==> config.mk <==
export PLATFORM = sky130hd
export DESIGN_NAME = module_b_endpoint
export DESIGN_NICKNAME = d
export VERILOG_FILES = /design/src/rtl/module_b_endpoint.sv
export SDC_FILE = /design/constraint.sdc
export NUM_CORES = 1
export LEC_CHECK = 0
export ABC_CLOCK_PERIOD_IN_PS = 3600
export CAP_MARGIN = 20
export CORE_MARGIN = 5
export CORE_UTILIZATION = 50
export DETAILED_ROUTE_END_ITERATION = 10
export PLACE_DENSITY = 0.73
export SYNTH_ARGS = -nofsm -noshare
export SYNTH_HDL_FRONTEND = slang
export SYNTH_SLANG_ARGS = --single-unit
==> constraint.sdc <==
create_clock -name clk -period 3.6 [get_ports clk]
set_input_delay 0.9 -clock clk [delete_from_list [all_inputs] [get_ports clk]]
set_output_delay 0.9 -clock clk [all_outputs]
set_load 0.02 [all_outputs]
==> src/rtl/module_b_endpoint.sv <==
// B-side link endpoint: a DEPTH-entry input FIFO feeds a registered output stage.
// Each word is transformed by the runtime-selected mode as it moves into the output stage.
module module_b_endpoint #(
    parameter int FROM_A_WIDTH  = 8,
    parameter int TO_A_WIDTH    = 8,
    parameter int EXTRA_WIDTH   = 4,
    parameter int DEPTH         = 4,
    localparam int LVL_W        = $clog2(DEPTH + 1)
) (
    input  logic                    clk,
    input  logic                    rst,
    input  logic [FROM_A_WIDTH-1:0] data_to_B,
    input  logic                    to_B_valid,
    output logic                    to_B_ready,
    output logic [TO_A_WIDTH-1:0]   data_from_B,
    output logic                    from_B_valid,
    input  logic                    from_B_ready,
    input  logic [1:0]              mode,
    input  logic [EXTRA_WIDTH-1:0]  b_extra_in,
    output logic [EXTRA_WIDTH-1:0]  b_extra_out,
    output logic [LVL_W-1:0]        fifo_level
);

    localparam int PTR_W = $clog2(DEPTH);
    localparam int WW    = (FROM_A_WIDTH > TO_A_WIDTH) ? FROM_A_WIDTH : TO_A_WIDTH;
    localparam int REP   = (TO_A_WIDTH + EXTRA_WIDTH - 1) / EXTRA_WIDTH;
    localparam logic [LVL_W-1:0] FULL_LVL = LVL_W'(DEPTH);

    typedef enum logic [1:0] {
        MODE_LOOP   = 2'd0,
        MODE_INVERT = 2'd1,
        MODE_ACC    = 2'd2,
        MODE_XOR    = 2'd3
    } mode_e;

    logic [FROM_A_WIDTH-1:0]    mem [DEPTH];
    logic [PTR_W-1:0]           wptr;
    logic [PTR_W-1:0]           rptr;
    logic [TO_A_WIDTH-1:0]      acc;
    logic [WW-1:0]              head_ext;
    logic [TO_A_WIDTH-1:0]      w;
    logic [REP*EXTRA_WIDTH-1:0] x_rep;
    logic [TO_A_WIDTH-1:0]      out_word;
    logic                       push;
    logic                       pop;
    logic                       out_free;

    // Readiness comes only from registered occupancy, so a same-cycle pop never frees a slot.
    assign to_B_ready = (fifo_level != FULL_LVL);
    assign push       = to_B_valid && to_B_ready;
    assign out_free   = !from_B_valid || from_B_ready;
    assign pop        = out_free && (fifo_level != '0);

    // Zero-extend or truncate (keeping LSBs) the head word to the output width.
    assign head_ext = WW'(mem[rptr]);
    assign w        = head_ext[TO_A_WIDTH-1:0];
    assign x_rep    = {REP{b_extra_in}};

    always_comb begin
        out_word = w;
        case (mode_e'(mode))
            MODE_LOOP:   out_word = w;
            MODE_INVERT: out_word = ~w;
            MODE_ACC:    out_word = acc + w;
            MODE_XOR:    out_word = w ^ x_rep[TO_A_WIDTH-1:0];
            default:     out_word = w;
        endcase
    end

    // NOTE: the storage array has no reset; the pointers and level alone decide which entries are live.
    always_ff @(posedge clk) begin
        if (push) begin
            mem[wptr] <= data_to_B;
        end
    end

    always_ff @(posedge clk) begin
        if (rst) begin
            wptr         <= '0;
            rptr         <= '0;
            fifo_level   <= '0;
            acc          <= '0;
            from_B_valid <= 1'b0;
            data_from_B  <= '0;
            b_extra_out  <= '0;
        end else begin
            b_extra_out <= b_extra_in;
            if (push) begin
                wptr <= wptr + PTR_W'(1);
            end
            if (pop) begin
                rptr         <= rptr + PTR_W'(1);
                data_from_B  <= out_word;
                from_B_valid <= 1'b1;
                if (mode == MODE_ACC) begin
                    acc <= out_word;
                end
            end else if (out_free) begin
                from_B_valid <= 1'b0;
            end
            if (push && !pop) begin
                fifo_level <= fifo_level + LVL_W'(1);
            end else if (pop && !push) begin
                fifo_level <= fifo_level - LVL_W'(1);
            end
        end
    end

endmodule

==> flow_summary_export.csv, run 1 <==
group,metric,value,unit
status,status,"complete, no violations",
finish,drive_gt1_share,8.36,%
logic_synthesis,syn_nets,276,
sta,worst_slew_pin_slew,865,ps
logic_synthesis,async_flop_share,0,%
finish,antenna_cells,0,
logic_synthesis,yosysMostFrequentCell,"edfxtp_1",
floorplan,die_y,86.0,um
run,cap_violations,0,
clock_tree,path_clk_slew,70,ps
sta,setup_viol,0,
place,placed_area,3310,sq um
clock_tree,cts_buffers,9,
logic_synthesis,ys_ff_latch,62,
clock_tree,clock-sinks,62,
clock_tree,cts_tree,"done",
worst_hold_path,hold_path_class,"reg -> reg",
critical_path,crit_path_start_kind,"register",
finish,area_delta_synth_final,19.8,%
logic_synthesis,synth_compound_area_share,10.9,%
place,dp_hpwl,4.31,mm
finish,final_area,3460,sq um
logic_synthesis,synth_common_cells,"edfxtp_1 (32), dfxtp_1 (30), nor2_1 (23)",
route,drc,0,
sta,skew,8.55,ps
logic_synthesis,synth_top_area_share,33.3,%
global_routing,antenna_found_initial,0,
clock_tree,htreeDepth,3,
logic_synthesis,yosysWarnings,0,
floorplan,core_area,5570,sq um
finish,fin_cells,359,
sta,rsz0062_at_grt,"no",
sta,period_minus_slack,3160,ps
global_routing,first_global_vias,1927,
logic_synthesis,synthTopCellsByArea,"edfxtp_1 (33%), dfxtp_1 (21%), mux4_1 (6.4%), ha_1 (5.2%), a21oi_1 (3.3%)",
logic_synthesis,yosysUniqueCellTypes,41,
critical_path,arrival,3410,ps
clock_tree,clk_latency,330,ps
power_and_ir_drop,power_leakage,0.00129,uW
logic_synthesis,yosysTopAreaCell,"edfxtp_1",
global_routing,grt_use_total,16.9,%
floorplan,num_io_pins,35,
sta,whs,458,ps
clock_tree,clockRootBuffer,"clkbuf_8",
clock_tree,holdBufCountCts,0,
critical_path,path_class,"reg -> reg",
place,port_buffers,34,
route,postRouteAntennaNets,0,
logic_synthesis,syn_inst,244,
logic_synthesis,synth_xor_area_share,4.24,%
critical_path,required,3840,ps
power_and_ir_drop,peakVddDrop,0.000354,V
floorplan,die_x,86.0,um
route,drt-pass1-iter-count,4,
clock_tree,cts_resized,0,
logic_synthesis,synth_top_family_by_area,"simple AND/OR/NAND/NOR gates",
logic_synthesis,yosysSeqAreaShare,54.0,%
logic_synthesis,synthesis.area,2890,sq um
logic_synthesis,synthMuxAreaShare,9.66,%
route,wl_per_cell,16.7,um
floorplan,initial_core_util,51.8,%
sta,timing.slew.headroom,42.1,%
sta,finalMaxSlewViolations,0,
power_and_ir_drop,cellPowerDensity,712,nW/um^2
finish,fin_nets,315,
route,via_per_inst,5.56,
place,dp.cells,344,
logic_synthesis,syn_avg_cell_area,11.8,sq um
sta,fmax,316,MHz
critical_path,critPathMaxFanout,8,
route,wl,5.99,mm
clock_tree,postCtsSetupBuffers,0,
floorplan,rows,27,
critical_path,end_kind,"register",
sta,setup_tns,0,ps
logic_synthesis,synth-simple-area-share,11.7,%
global_routing,grt_pass1_wl,9.65,mm
global_routing,overflow,0,
route,drt_iter0_drc,146,
logic_synthesis,synth-edff-count,32,
global_routing,grt_max_degree,23,
finish,fillers,445,
place,gp_congestion,0.883,
floorplan,die_area,7400,sq um
sta,hold_violations,0,
logic_synthesis,synthFlopType,"edfxtp_1",
logic_synthesis,synth_fa_ha_area_share,6.58,%
route,vias,1996,
clock_tree,clk_path_buf_depth,2,
sta,fin_crit_sh,87.9,%
## routing by layer
layer / up-vias / wire length (um) / track usage (%)
met1: 947 / 2610 / 21.3
met2: 60 / 2940 / 28.3
li1: 976 / - / -
met4: 0 / 129 / 7.05
met3: 13 / 308 / 3.46
met5: - / 0 / 0
## path summary, 6_finish.rpt
kind / startpoint / end / slack, ps / cells past startpoint
max: register / data_from_B[7]$_SDFFE_PP0P_ / 440 / 7
min: data_from_B[6]$_SDFFE_PP0P_ / data_from_B[6]$_SDFFE_PP0P_ / 460 / 2
max reg2reg: register / data_from_B[7]$_SDFFE_PP0P_ / 440 / 7
min reg2reg: data_from_B[6]$_SDFFE_PP0P_ / data_from_B[6]$_SDFFE_PP0P_ / 460 / 2
## sequential cells by signal (all words and copies together), names as in the netlist, named ones only
register	cells
rptr	2
data_from_B	8
acc	8
mem	32
b_extra_out	4
from_B_valid	1
fifo_level	3
wptr	2
## worst max-delay path: stages, from the launching register on
cell	delay [ps]
dfxtp_1	600
mux4_1	730
ha_1	330
a211oi_2	300
nor3_1	130
o211a_1	250
or4_4	490
a311oi_1	260
## cells in the final DEF, fill, tap and decap left out, types with 2 or more instances in the layout
cell type,instances
clkinv_2,3
nor3_1,4
mux4_1,7
xor2_1,5
clkdlybuf4s50_1,34
clkbuf_8,9
nand3_1,4
dfxtp_1,30
nand2b_1,6
edfxtp_1,32
nor2_1,23
xnor2_1,9
and3_1,5
nor2b_1,4
fa_1,2
buf_4,5
mux2i_1,5
a21oi_1,19
o21ai_0,7
o211ai_1,2
o31ai_1,2
clkinv_1,3
or3_1,4
a311oi_1,5
nand2_1,18
a211oi_1,4
ha_1,12
inv_1,8
mux2_2,2
## area by class of cell
cell class / count / area, sq um / area share [%]
sequential: 62 / 1560 / 45.1
clock buffer: 9 / 124 / 3.58
multi-input combinational: 162 / 1240 / 35.9
clock inverter: 6 / 30.0 / 0.868
timing repair buffer: 39 / 378 / 10.9
inverter: 9 / 33.8 / 0.976
tap: 72 / 90.1 / 2.60
## logic make-up after synthesis
logic type      count (synthesis)
compound gates                 48
xor+xnor                       14
fa+ha+maj                      14
mux                            15
simple gates                   71
flops                          62
buf+inv                        20
## stage by stage
stage	power [uW]	setup WS, ps	util [%]
after detailed placement	1970	429	59.3
final	2460	435	62.1
after global placement	1950	515	59.3
after global routing	2620	269	62.1
after floorplan	1660	817	-
after CTS	2480	420	62.1
## where the power goes
group / leakage, uW / switching (uW) / internal, uW
logic: 0.000670 / 533 / 461
registers: 0.000540 / 92.7 / 876
clock network: 0.0000797 / 263 / 237
total: 0.00129 / 889 / 1570
No activity file was read; power rests on OpenSTA's default activity.
==> run 2: changes to the inputs <==
Settings changed: ABC_CLOCK_PERIOD_IN_PS 3600 to default, CORE_UTILIZATION 50 to 30, PLACE_DENSITY 0.73 to 0.48.
==> flow_summary_export.csv, run 2 (synthesis gave the netlist of run 1 again) <==
group,metric,value,unit
sta,worst_slew_pin_slew,864,ps
critical_path,regToRegEndpoint,"acc[7]$_SDFFE_PP0P_",
worst_hold_path,hold_path_class,"reg -> reg",
floorplan,num_io_pins,35,
finish,layout_common_cells,"clkdlybuf4s50_1 (34), edfxtp_1 (32), dfxtp_1 (30)",
critical_path,cp_slowest_cell,"mux4_1",
sta,hold_violations,0,
sta,period_minus_slack,3160,ps
critical_path,end_kind,"register",
finish,regArea,1560,sq um
clock_tree,clockRootBuffer,"clkbuf_8",
global_routing,first_global_vias,2006,
critical_path,rrSetupSlack,440,ps
route,wl,6.25,mm
critical_path,arrival,3430,ps
route,vias,1958,
floorplan,initial_core_util,31.0,%
power_and_ir_drop,cellPowerDensity,719,nW/um^2
finish,fin_nets,315,
status,status,"complete, no violations",
critical_path,max_stage_delay,690,ps
finish,area_delta_synth_final,23.8,%
global_routing,grt_use_total,11.6,%
clock_tree,cts_buffers,9,
critical_path,path_class,"reg -> reg",
sta,whs,450,ps
critical_path,path_cells,"mux4_1 > ha_1 > o21ai_0 > nor3_1 > o211a_1 > or4_4 > a311oi_1",
finish,antenna_cells,0,
floorplan,core_area,9330,sq um
route,wl_per_cell,15.0,um
sta,fin_crit_sh,87.8,%
floorplan,die_y,108,um
critical_path,crit_path_start_kind,"register",
clock_tree,htreeDepth,3,
clock_tree,holdBufCountCts,0,
worst_hold_path,min_to,"data_from_B[6]$_SDFFE_PP0P_",
route,postRouteAntennaNets,0,
clock_tree,postCtsSetupBuffers,0,
floorplan,die_x,108,um
critical_path,reg2reg_depth,7,
clock_tree,clk_path_buf_depth,2,
route,via_per_inst,4.70,
critical_path,critPathMaxFanout,8,
clock_tree,cts_resized,0,
power_and_ir_drop,peakVddDrop,0.000197,V
finish,multiInputGateArea,1240,sq um
sta,setup_viol,0,
route,drt_iter0_drc,52,
global_routing,grt_pass1_wl,10.2,mm
global_routing,grt_max_degree,23,
sta,finalMaxSlewViolations,0,
route,drt-pass1-iter-count,4,
sta,timing.slew.headroom,42.2,%
worst_hold_path,min-delay-start,"data_from_B[6]$_SDFFE_PP0P_",
place,gp_congestion,0.799,
place,dp_hpwl,4.48,mm
finish,largest_register_ffs,32,
clock_tree,path_clk_slew,80,ps
clock_tree,clock-sinks,62,
finish,drive_gt1_share,9.38,%
floorplan,die_area,11700,sq um
power_and_ir_drop,power_leakage,0.00130,uW
clock_tree,clk_latency,350,ps
finish,top_register,"mem",
floorplan,rows,35,
critical_path,required,3870,ps
sta,rsz0062_at_grt,"no",
sta,fmax,316,MHz
route,drc,0,
sta,skew,9.57,ps
clock_tree,cts_tree,"done",
finish,fillers,917,
finish,final_common_cell,"clkdlybuf4s50_1",
global_routing,antenna_found_initial,0,
run,cap_violations,0,
worst_hold_path,worstHoldPathCells,2,
global_routing,overflow,0,
finish,largest_registers,"mem x32, acc x8, data_from_B x8",
place,port_buffers,34,
sta,setup_tns,0,ps
## run 2: power by group
group	internal [uW]	switching [uW]	leakage [uW]
Sequential	875	93.4	0.000540
Clock	320	298	0.0000914
Combinational	460	527	0.000670
Total	1650	918	0.00130
## run 2: layout make-up
cell class	instances	share of cell area, %
Sequential cell	62	43.7
Multi-Input combinational cell	162	34.8
Timing Repair Buffer	39	10.6
Tap cell	129	4.51
Clock buffer	9	3.46
Clock inverter	7	2.10
Inverter	9	0.944
## run 2: critical path: cells and delay by family (launching register included)
family                     cells  cell delay, ps
and+or+nand+nor                2             610
AOI/OAI and AO/OA              3             810
adders and majority gates      1             360
DFF                            1             610
muxes                          1             690
## run 2: layer usage
metal	track usage, %	up-vias	share of wire [%]
met1	15.2	930	48
met3	2.81	14	4.2
li1	-	977	-
met2	17.8	37	45
met4	6.04	0	2.4
met5	0	-	0
## run 2: worst max path at each step
stage	endpoint	slack, ps
floorplan	acc[7]$_SDFFE_PP0P_	820
global placement	data_from_B[7]$_SDFFE_PP0P_	450
detailed placement	data_from_B[7]$_SDFFE_PP0P_	400
CTS	data_from_B[7]$_SDFFE_PP0P_	400
global route	acc[7]$_SDFFE_PP0P_	270
finish	acc[7]$_SDFFE_PP0P_	440
## run 2: per-stage QoR
stage               power (uW)  instance area [sq um]  std cells  utilization (%)  setup slack, ps
floorplan                 1660                   2890        244                -              817
global placement          1970                   3380        401             36.2              452
detailed placement        1980                   3380        401             36.2              403
CTS                       2610                   3580        417             38.4              398
global route              2750                   3580        417             38.4              269
finish                    2570                   3580        417             38.4              439
